`src/rtl/dmem_pkg.sv`:
```
// Shared encodings for the data-memory access unit: access sizes, FSM states,
// default memory size and a size-to-byte-count helper.
package dmem_pkg;

    localparam int unsigned MEM_BYTES_DEF = 32;

    localparam logic [1:0] SZ_BYTE = 2'b00;
    localparam logic [1:0] SZ_HALF = 2'b01;
    localparam logic [1:0] SZ_WORD = 2'b10;
    localparam logic [1:0] SZ_RSVD = 2'b11;

    typedef enum logic [2:0] {
        ST_IDLE   = 3'd0,
        ST_RD_REQ = 3'd1,
        ST_RD_CAP = 3'd2,
        ST_WR     = 3'd3,
        ST_ERR    = 3'd4
    } state_e;

    // Reserved size reports zero bytes; such requests are rejected anyway.
    function automatic logic [2:0] size_nbytes(input logic [1:0] sz);
        case (sz)
            SZ_BYTE: size_nbytes = 3'd1;
            SZ_HALF: size_nbytes = 3'd2;
            SZ_WORD: size_nbytes = 3'd4;
            default: size_nbytes = 3'd0;
        endcase
    endfunction

endpackage

```
`src/rtl/dmem_access_unit_load_extend.sv`:
```
// Combinational load formatter: picks the low byte/half of the returned memory
// word and sign- or zero-extends it; words pass straight through.
module load_extend
    import dmem_pkg::*;
(
    input  logic [31:0] word_i,
    input  logic [1:0]  size_i,
    input  logic        unsigned_i,
    output logic [31:0] result_o
);

    logic sign_byte;
    logic sign_half;

    assign sign_byte = ~unsigned_i & word_i[7];
    assign sign_half = ~unsigned_i & word_i[15];

    always_comb begin
        result_o = word_i;
        case (size_i)
            SZ_BYTE: result_o = {{24{sign_byte}}, word_i[7:0]};
            SZ_HALF: result_o = {{16{sign_half}}, word_i[15:0]};
            default: result_o = word_i;
        endcase
    end

endmodule

```
`src/rtl/dmem_access_unit.sv`:
```
// MEM-stage initiator for the byte-wide data memory: serialises stores into
// byte writes and performs one-cycle-latency word reads for loads.
//
//   state     | meaning
//   ----------+-----------------------------------------------------------
//   ST_IDLE   | waiting for start_i; request is checked and latched here
//   ST_RD_REQ | mem_read_o asserted at the latched address
//   ST_RD_CAP | memory word valid; extended result captured into rdata
//   ST_WR     | one byte write per cycle, counter selects byte lane
//   ST_ERR    | rejected request; done_o/err_o pulse, no memory access
module dmem_access_unit
    import dmem_pkg::*;
#(
    parameter int unsigned MEM_BYTES = MEM_BYTES_DEF,
    parameter int unsigned ADDR_W    = 32
) (
    input  logic              clk_i,
    input  logic              rst_n_i,
    input  logic              start_i,
    input  logic              is_store_i,
    input  logic [1:0]        size_i,
    input  logic              unsigned_i,
    input  logic [ADDR_W-1:0] addr_i,
    input  logic [31:0]       wdata_i,
    output logic              busy_o,
    output logic              done_o,
    output logic              err_o,
    output logic [31:0]       rdata_o,
    output logic [ADDR_W-1:0] mem_addr_o,
    output logic [31:0]       mem_data_o,
    output logic              mem_read_o,
    output logic              mem_write_o,
    input  logic [31:0]       mem_data_i
);

    localparam logic [ADDR_W:0] MEM_END = (ADDR_W+1)'(MEM_BYTES);

    state_e            state_q, state_d;
    logic              is_store_q, is_store_d;
    logic [1:0]        size_q, size_d;
    logic              unsigned_q, unsigned_d;
    logic [ADDR_W-1:0] addr_q, addr_d;
    logic [31:0]       wdata_q, wdata_d;
    logic [1:0]        cnt_q, cnt_d;
    logic              done_q, done_d;
    logic              err_q, err_d;
    logic [31:0]       rdata_q, rdata_d;

    logic [2:0]        req_nbytes;
    logic [ADDR_W:0]   req_end;
    logic              req_bad;
    logic [2:0]        last_idx;
    logic              wr_last;
    logic [31:0]       ext_data;
    logic [7:0]        wr_byte;

    // One extra bit on the end address so a wrap near the top of the
    // address space still counts as out of range.
    assign req_nbytes = size_nbytes(size_i);
    assign req_end    = {1'b0, addr_i} + {{(ADDR_W-2){1'b0}}, req_nbytes};
    assign req_bad    = (size_i == SZ_RSVD)
                      | ((size_i == SZ_HALF) & addr_i[0])
                      | ((size_i == SZ_WORD) & (|addr_i[1:0]))
                      | (req_end > MEM_END);

    assign last_idx = size_nbytes(size_q) - 3'd1;
    assign wr_last  = ({1'b0, cnt_q} == last_idx);

    load_extend u_load_extend (
        .word_i     (mem_data_i),
        .size_i     (size_q),
        .unsigned_i (unsigned_q),
        .result_o   (ext_data)
    );

    always_ff @(posedge clk_i or negedge rst_n_i) begin
        if (!rst_n_i) begin
            state_q    <= ST_IDLE;
            is_store_q <= 1'b0;
            size_q     <= SZ_BYTE;
            unsigned_q <= 1'b0;
            addr_q     <= '0;
            wdata_q    <= '0;
            cnt_q      <= '0;
            done_q     <= 1'b0;
            err_q      <= 1'b0;
            rdata_q    <= '0;
        end else begin
            state_q    <= state_d;
            is_store_q <= is_store_d;
            size_q     <= size_d;
            unsigned_q <= unsigned_d;
            addr_q     <= addr_d;
            wdata_q    <= wdata_d;
            cnt_q      <= cnt_d;
            done_q     <= done_d;
            err_q      <= err_d;
            rdata_q    <= rdata_d;
        end
    end

    always_comb begin
        state_d    = state_q;
        is_store_d = is_store_q;
        size_d     = size_q;
        unsigned_d = unsigned_q;
        addr_d     = addr_q;
        wdata_d    = wdata_q;
        cnt_d      = cnt_q;
        done_d     = 1'b0;
        err_d      = 1'b0;
        rdata_d    = rdata_q;

        case (state_q)
            ST_IDLE: begin
                if (start_i) begin
                    is_store_d = is_store_i;
                    size_d     = size_i;
                    unsigned_d = unsigned_i;
                    addr_d     = addr_i;
                    wdata_d    = wdata_i;
                    cnt_d      = '0;
                    if (req_bad) begin
                        state_d = ST_ERR;
                        done_d  = 1'b1;
                        err_d   = 1'b1;
                    end else if (is_store_i) begin
                        state_d = ST_WR;
                    end else begin
                        state_d = ST_RD_REQ;
                    end
                end
            end
            ST_RD_REQ: state_d = ST_RD_CAP;
            ST_RD_CAP: begin
                rdata_d = ext_data;
                done_d  = 1'b1;
                state_d = ST_IDLE;
            end
            ST_WR: begin
                if (wr_last) begin
                    done_d  = 1'b1;
                    cnt_d   = '0;
                    state_d = ST_IDLE;
                end else begin
                    cnt_d = cnt_q + 2'd1;
                end
            end
            ST_ERR:  state_d = ST_IDLE;
            default: state_d = ST_IDLE;
        endcase
    end

    always_comb begin
        case (cnt_q)
            2'd0:    wr_byte = wdata_q[7:0];
            2'd1:    wr_byte = wdata_q[15:8];
            2'd2:    wr_byte = wdata_q[23:16];
            default: wr_byte = wdata_q[31:24];
        endcase
    end

    // Memory strobes decode straight from the state register so an async
    // reset removes them immediately.
    always_comb begin
        mem_read_o  = 1'b0;
        mem_write_o = 1'b0;
        mem_addr_o  = '0;
        mem_data_o  = '0;
        case (state_q)
            ST_RD_REQ: begin
                mem_read_o = 1'b1;
                mem_addr_o = addr_q;
            end
            ST_WR: begin
                mem_write_o = 1'b1;
                mem_addr_o  = addr_q + {{(ADDR_W-2){1'b0}}, cnt_q};
                mem_data_o  = {24'b0, wr_byte};
            end
            default: ;
        endcase
    end

    assign busy_o  = (state_q != ST_IDLE);
    assign done_o  = done_q;
    assign err_o   = err_q;
    assign rdata_o = rdata_q;

endmodule

```
`config.mk`:
```
export PLATFORM = sky130hd
export DESIGN_NAME = dmem_access_unit
export DESIGN_NICKNAME = d
export VERILOG_FILES = /design/src/rtl/dmem_pkg.sv /design/src/rtl/dmem_access_unit_load_extend.sv /design/src/rtl/dmem_access_unit.sv
export SDC_FILE = /design/constraint.sdc
export NUM_CORES = 1
export LEC_CHECK = 0
export CAP_MARGIN = 0
export CORE_MARGIN = 2
export CORE_UTILIZATION = 38
export CTS_BUF_LIST = sky130_fd_sc_hd__clkbuf_8
export CTS_CLUSTER_SIZE = 20
export DETAILED_ROUTE_END_ITERATION = 12
export PLACE_DENSITY = 0.78
export SYNTH_ARGS = -nofsm -noshare
export SYNTH_HDL_FRONTEND = slang
export SYNTH_HIERARCHICAL = 1
export SYNTH_SLANG_ARGS = --single-unit
export TNS_END_PERCENT = 20
```
`constraint.sdc`:
```
create_clock -name clk_i -period 2.4 [get_ports clk_i]
set_clock_uncertainty 0.1 [all_clocks]
set_input_delay 0.24 -clock clk_i [delete_from_list [all_inputs] [get_ports clk_i]]
set_output_delay 0.24 -clock clk_i [all_outputs]
set_load 0.02 [all_outputs]
```
==> impl_metrics.csv, run 1 <==
group,metric,value,unit
run_status,run_status,"finished with violations",
run_status,violations,"negative setup slack",
synth,seq_area_frac_synth,41.6,%
clock_tree,clk_path_buf_depth,2,
placed_design,placed_cell_area,9110,um^2
sta,min_period,2.99,ns
power_and_ir_drop,power.leakage,4.14,nW
critical_path,cp_cell_sequence,"ha_4 -> a21oi_4 -> nand4b_1 -> or4_4 -> or3_4 -> a21oi_2 -> buf_4",
min_path,hold_path_class,"in2reg",
sta,final_max_slew_viol_count,0,
sta,slew_headroom,56.6,%
critical_path,r2r_slack,0.17,ns
detailed_routing,firstDrtPassIters,5,
cells_and_area,areaGrowthSynthToFinish,50.1,%
sta,rsz0062_at_grt,"yes",
clock_tree,clkTransAtPathRegs,0.10,ns
critical_path,worstPathArrival,2.65,ns
cells_and_area,finish.utilization,58.0,%
critical_path,path_class,"reg2out",
floorplan,die_h,134,um
flow_run,drv_cap,0,
power_and_ir_drop,power_frac_comb,30.8,%
detailed_routing,drc,0,
synth,synth_edf_count,0,
synth,synth_area,6380,um^2
grt,grt_pass1_wl,29.6,mm
detailed_routing,wl_per_cell,16.4,um
grt,grt_usage,20.6,%
synth,synth_cell_types,60,
critical_path,crit_required,2.06,ns
cells_and_area,final_common_cell,"buf_4",
grt,grt_max_degree,51,
clock_tree,cts_tree,"built",
power_and_ir_drop,peakVddDrop,0.270,mV
synth,ys.flop_type,"dfrtp_1",
critical_path,worstSetupEndpointType,"output pin",
cells_and_area,instances_no_fill,1141,
power_and_ir_drop,powerDensity,494,nW/um^2
detailed_routing,drt_wl_total,18.7,mm
power_and_ir_drop,finalPower,4.73,mW
floorplan,die_x,134,um
detailed_routing,vias,5950,
placed_design,gp_congestion,0.903,
sta,fin_crit_sh,125,%
cells_and_area,num_antenna_cells,0,
critical_path,crit_path_max_incr_delay,0.60,ns
cells_and_area,finalNetCount,1030,
placed_design,place_hpwl,13.9,mm
critical_path,start_kind,"flop",
critical_path,cp_top_family,"simple AND/OR/NAND/NOR gates",
placed_design,placedCellCount,1118,
synth,synthArstFlopShare,100,%
critical_path,path_buf_inv,1,
grt,first_global_vias,5926,
sta,setup_viol,38,
detailed_routing,final_antenna_net_count,0,
clock_tree,cts_buffers,9,
cells_and_area,fin_area,9580,um^2
power_and_ir_drop,swShare,31.9,%
synth,syn_avg_cell_area,9.96,um^2
sta,hold_ws,0.113,ns
cells_and_area,final_cell_mix,"137 x buf_4, 128 x clkdlybuf4s50_1, 106 x dfrtp_1, 98 x mux2_2, 52 x nand2_1",
floorplan,row_count,47,
grt,antenna_found_initial,0,
floorplan,io_pins,204,
sta,worst_pin_slew,0.651,ns
clock_tree,h-tree-depth,3,
power_and_ir_drop,power.switching,1.51,mW
sta,setup_ws,-0.594,ns
floorplan,die_area,17900,um^2
floorplan,initial_core_util,38.6,%
detailed_routing,via_per_inst,5.21,
sta,fmax,334,MHz
synth,yosys_warnings,6,
floorplan,core_area,16500,um^2
detailed_routing,drt_iter0_drc,237,
synth,ys_seq_elements,106,
placed_design,io_buffers,179,
critical_path,path_max_fanout,3,
power_and_ir_drop,pwr-share-clk,22.7,%
clock_tree,insertion_delay,0.39,ns
power_and_ir_drop,sequentialPowerShare,46.5,%
synth,syn_inst,641,
power_and_ir_drop,p_int,3.22,mW
critical_path,critPathSlowestCell,"or4_4",
clock_tree,root_buffer,"clkbuf_8",
grt,gr-total-overflow,0,
sta,tns,-10.83,ns
cells_and_area,num-fill-cells,1436,
clock_tree,cts_sinks,106,
sta,finalHoldViolations,0,
cells_and_area,drive_above_1_share,37.6,%
placed_design,dpl_worst_slack,-1.06,ns
## final timing paths
| kind | start | to | cells past startpoint |
|---|---|---|---|
| worst max-delay path | cnt_q[1] | mem_addr_o[21] | 7 |
| worst min-delay path | size_i[1] | size_q[1] | 3 |
| worst max register to register | state_q[1] | addr_q[6] | 6 |
| worst min register to register | rdata_o[0] | rdata_o[0] | 1 |
| max in group asynchronous | rst_n_i | rdata_o[5] | 3 |
| min in group asynchronous | rst_n_i | addr_q[11] | 2 |
## worst min-delay path: stages
cell and delay, ns:
buf_8 0.09, buf_4 0.10, mux2_2 0.13
## kinds of logic after synthesis
family          Yosys count  share of synthesized area (%)
simple gates            222                           17.5
flops                   106                           41.6
mux                     103                           18.1
compound gates           92                           9.17
buf+inv                  76                           7.04
xor+xnor                 30                           4.12
fa+ha+maj                11                           2.39
other cells               1                         0.0587
## registers in the layout (all words and copies together) (netlist names)
signal      count
size_q          2
state_q         3
done_o          1
rdata_o        32
err_o           1
wdata_q        32
addr_q         32
cnt_q           2
unsigned_q      1
## synthesized netlist by cell type, types with 4 or more instances
cell,count,share of area (%)
a21oi_1,20,1.6
xnor2_1,7,0.96
ha_1,9,1.8
mux2_2,98,17
buf_4,34,4.0
mux2i_1,4,0.63
o21a_1,4,0.47
nand2_1,54,3.2
nor2_1,59,3.5
clkbuf_1,19,1.1
inv_1,14,0.82
nor3_1,12,0.94
nand3_1,21,1.6
nor2b_1,5,0.49
or3_1,10,0.98
and3_1,11,1.1
dfrtp_1,106,42
nor4_1,5,0.49
buf_2,4,0.31
xor2_1,23,3.2
and2_1,5,0.49
and4_1,6,0.82
o21ai_0,38,3.0
a222oi_1,8,1.3
buf_6,4,0.71
nand4_1,16,1.6
## power by group through the flow
stage | registers [mW] | clock network, mW | logic (mW)
2_1_floorplan | 2.31 | 0 | 0.633
3_3_place_gp | 2.22 | 0 | 1.37
3_5_place_dp | 2.23 | 0 | 1.40
4_1_cts | 2.19 | 1.11 | 1.42
5_1_grt | 2.23 | 1.17 | 1.58
6_report | 2.20 | 1.07 | 1.46
## cell type report
cell class,instances,area (um^2),area share [%]
clock buffer,9,124,1.29
tap,220,275,2.87
sequential,106,2650,27.7
multi-input combinational,482,3720,38.9
inverter,14,55.1,0.574
clock inverter,7,51.3,0.535
timing repair buffer,303,2700,28.2
## metal layers
metal | GRT usage, % | share of wire (%) | up-vias
li1 | - | - | 2775
met1 | 27.4 | 44 | 2920
met2 | 34.3 | 49 | 221
met4 | 8.22 | 2.3 | 0
met3 | 2.59 | 4.8 | 34
met5 | 0 | 0 | -
## what timing repair did
| item | in CTS | in global routing |
|---|---|---|
| gates resized for setup | 202 | 70 |
| hold buffers | 1 | 0 |
| setup buffers | 4 | 4 |
| hold endpoints to repair | 47 | 0 |
| setup endpoints to repair | 46 | 44 |
| pin swaps | 16 | 34 |
Note: power is estimated with default switching activity, not from simulation.
==> run 2: changes to the inputs <==
Settings changed: CTS_BUF_LIST sky130_fd_sc_hd__clkbuf_8 to sky130_fd_sc_hd__clkbuf_2, PLACE_DENSITY 0.78 to not set, PLACE_DENSITY_LB_ADDON set to 0.25.
==> run 2 against run 1 <==
Effect of this change: the flow still finishes with violations (negative setup slack); sequential power barely moved; critical path type unchanged; worst setup slack got worse by 0.31 ns; largest power group unchanged; highest routed layer unchanged; count of clock-buffer cells in the layout rose by 1; first-iteration DRC count rose by 44%; critical path depth did not move; flip-flop and latch count did not move; cell area fell by 1.8%.
==> impl_metrics.csv, run 2 (synthesis gave the netlist of run 1 again) <==
group,metric,value,unit
grt,grt_max_degree,40,
detailed_routing,via_per_inst,5.13,
sta,min_period,3.31,ns
detailed_routing,vias,5848,
clock_tree,cts_buffers,9,
floorplan,row_count,47,
sta,hold_ws,0.0778,ns
run_status,violations,"negative setup slack",
grt,busiest_layer,"met2",
clock_tree,cts_sinks,106,
critical_path,crit_path_max_incr_delay,0.61,ns
critical_path,cp_cell_sequence,"ha_1 -> a21oi_2 -> nand4b_1 -> or4_4 -> or3_4 -> a21oi_2 -> buf_6",
critical_path,path_max_fanout,3,
grt,grt_usage,21.1,%
critical_path,start_kind,"flop",
sta,slew_headroom,51.1,%
sta,fmax,302,MHz
clock_tree,insertion_delay,0.62,ns
grt,first_global_vias,5991,
grt,antenna_found_initial,1,
clock_tree,h-tree-depth,3,
detailed_routing,wl_per_cell,16.7,um
power_and_ir_drop,finalPower,4.48,mW
critical_path,critPathSlowestCell,"or4_4",
run_status,run_status,"finished with violations",
cells_and_area,final_cell_mix,"135 x clkdlybuf4s50_1, 125 x buf_4, 106 x dfrtp_1, 98 x mux2_2, 52 x nor2_1",
critical_path,path_class,"reg2out",
sta,tns,-21.79,ns
floorplan,core_area,16500,um^2
sta,fin_crit_sh,138,%
floorplan,io_pins,204,
floorplan,initial_core_util,38.6,%
cells_and_area,num-fill-cells,1450,
min_path,hold_path_class,"in2reg",
sta,setup_viol,45,
sta,rsz0062_at_grt,"yes",
detailed_routing,firstDrtPassIters,5,
cells_and_area,areaGrowthSynthToFinish,47.4,%
sta,worst_pin_slew,0.719,ns
placed_design,io_buffers,179,
detailed_routing,final_antenna_net_count,0,
power_and_ir_drop,powerDensity,476,nW/um^2
placed_design,gp_congestion,0.903,
floorplan,die_area,17900,um^2
cells_and_area,finalNetCount,1028,
cells_and_area,final_common_cell,"clkdlybuf4s50_1",
grt,gr-usage-met2,36.5,%
clock_tree,clkTransAtPathRegs,0.30,ns
cells_and_area,fin_area,9410,um^2
placed_design,place_hpwl,14.5,mm
detailed_routing,drc,0,
clock_tree,cts_tree,"built",
flow_run,drv_cap,0,
floorplan,die_h,134,um
grt,gr-usage-met1,26.6,%
sta,finalHoldViolations,0,
grt,gr-total-overflow,0,
sta,final_max_slew_viol_count,0,
detailed_routing,drt_iter0_drc,342,
placed_design,placed_cell_area,9060,um^2
critical_path,crit_required,2.06,ns
detailed_routing,drt_wl_total,19.0,mm
sta,setup_ws,-0.908,ns
critical_path,worstSetupEndpointType,"output pin",
critical_path,path_buf_inv,1,
power_and_ir_drop,power.leakage,4.02,nW
clock_tree,clk_path_buf_depth,2,
power_and_ir_drop,peakVddDrop,0.214,mV
grt,grt_pass1_wl,30.1,mm
clock_tree,root_buffer,"clkbuf_2",
grt,met3_usage,3.42,%
cells_and_area,drive_above_1_share,35.9,%
critical_path,worstPathArrival,2.97,ns
critical_path,crit_top_cell,"a21oi_2",
critical_path,cp_top_family,"simple AND/OR/NAND/NOR gates",
floorplan,die_x,134,um
-- run 2: layout make-up --
| class | count | area, um^2 | area share [%] |
|---|---|---|---|
| Timing Repair Buffer | 301 | 2700 | 28.7 |
| Clock buffer | 10 | 50.0 | 0.532 |
| Sequential cell | 106 | 2650 | 28.2 |
| Inverter | 14 | 52.6 | 0.559 |
| Clock inverter | 6 | 61.3 | 0.652 |
| Multi-Input combinational cell | 482 | 3610 | 38.4 |
| Antenna cell | 1 | 2.50 | 0.0266 |
| Tap cell | 220 | 275 | 2.93 |
-- run 2: layer usage --
layer  vias up  part of all wire [%]  wire, um
li1       2787                     -         -
met1      2805                    43      8210
met2       218                    50      9450
met3        38                   4.7       889
met5         -                     0         0
met4         0                   2.4       454
-- run 2: where the power goes --
group / leakage, nW / total (mW) / internal (mW) / switching [mW]
Clock: 0.0674 / 0.844 / 0.167 / 0.677
Sequential: 1.30 / 2.20 / 2.04 / 0.158
Combinational: 2.65 / 1.44 / 0.782 / 0.655
Total: 4.02 / 4.48 / 2.99 / 1.49
-- run 2: stage by stage --
stage / std cells / setup WS, ns / utilization [%]
floorplan: 664 / -0.208 / -
global placement: 1109 / -0.890 / 54.8
detailed placement: 1109 / -1.05 / 54.8
CTS: 1132 / -0.921 / 56.1
global route: 1140 / -1.02 / 56.9
finish: 1140 / -0.908 / 56.9
-- run 2: worst paths after layout --
path                                 start        endpoint  slack [ns]  cells past startpoint
worst max register to register  state_q[1]       addr_q[3]        0.19                      6
worst min register to register  rdata_o[2]      rdata_o[2]        0.45                      1
worst min-delay path            is_store_i      state_q[1]        0.08                      3
max in group asynchronous          rst_n_i       addr_q[5]        1.39                      4
min in group asynchronous          rst_n_i      wdata_q[2]        0.56                      4
worst max-delay path              cnt_q[1]  mem_addr_o[21]       -0.91                      7
-- run 2: worst reg2reg max path: stages (launching register included) --
cell and delay (ns):
dfrtp_1 0.49, buf_4 0.15, buf_4 0.15, or3_4 0.35
nor2_4 0.22, buf_4 0.31, mux2_2 0.38
-- run 2: repair_timing --
action	in CTS	in global routing
setup endpoints to repair	48	48
setup buffers	4	1
hold endpoints to repair	106	6
resized for setup	221	19
pin swaps	31	7
hold buffers	3	6
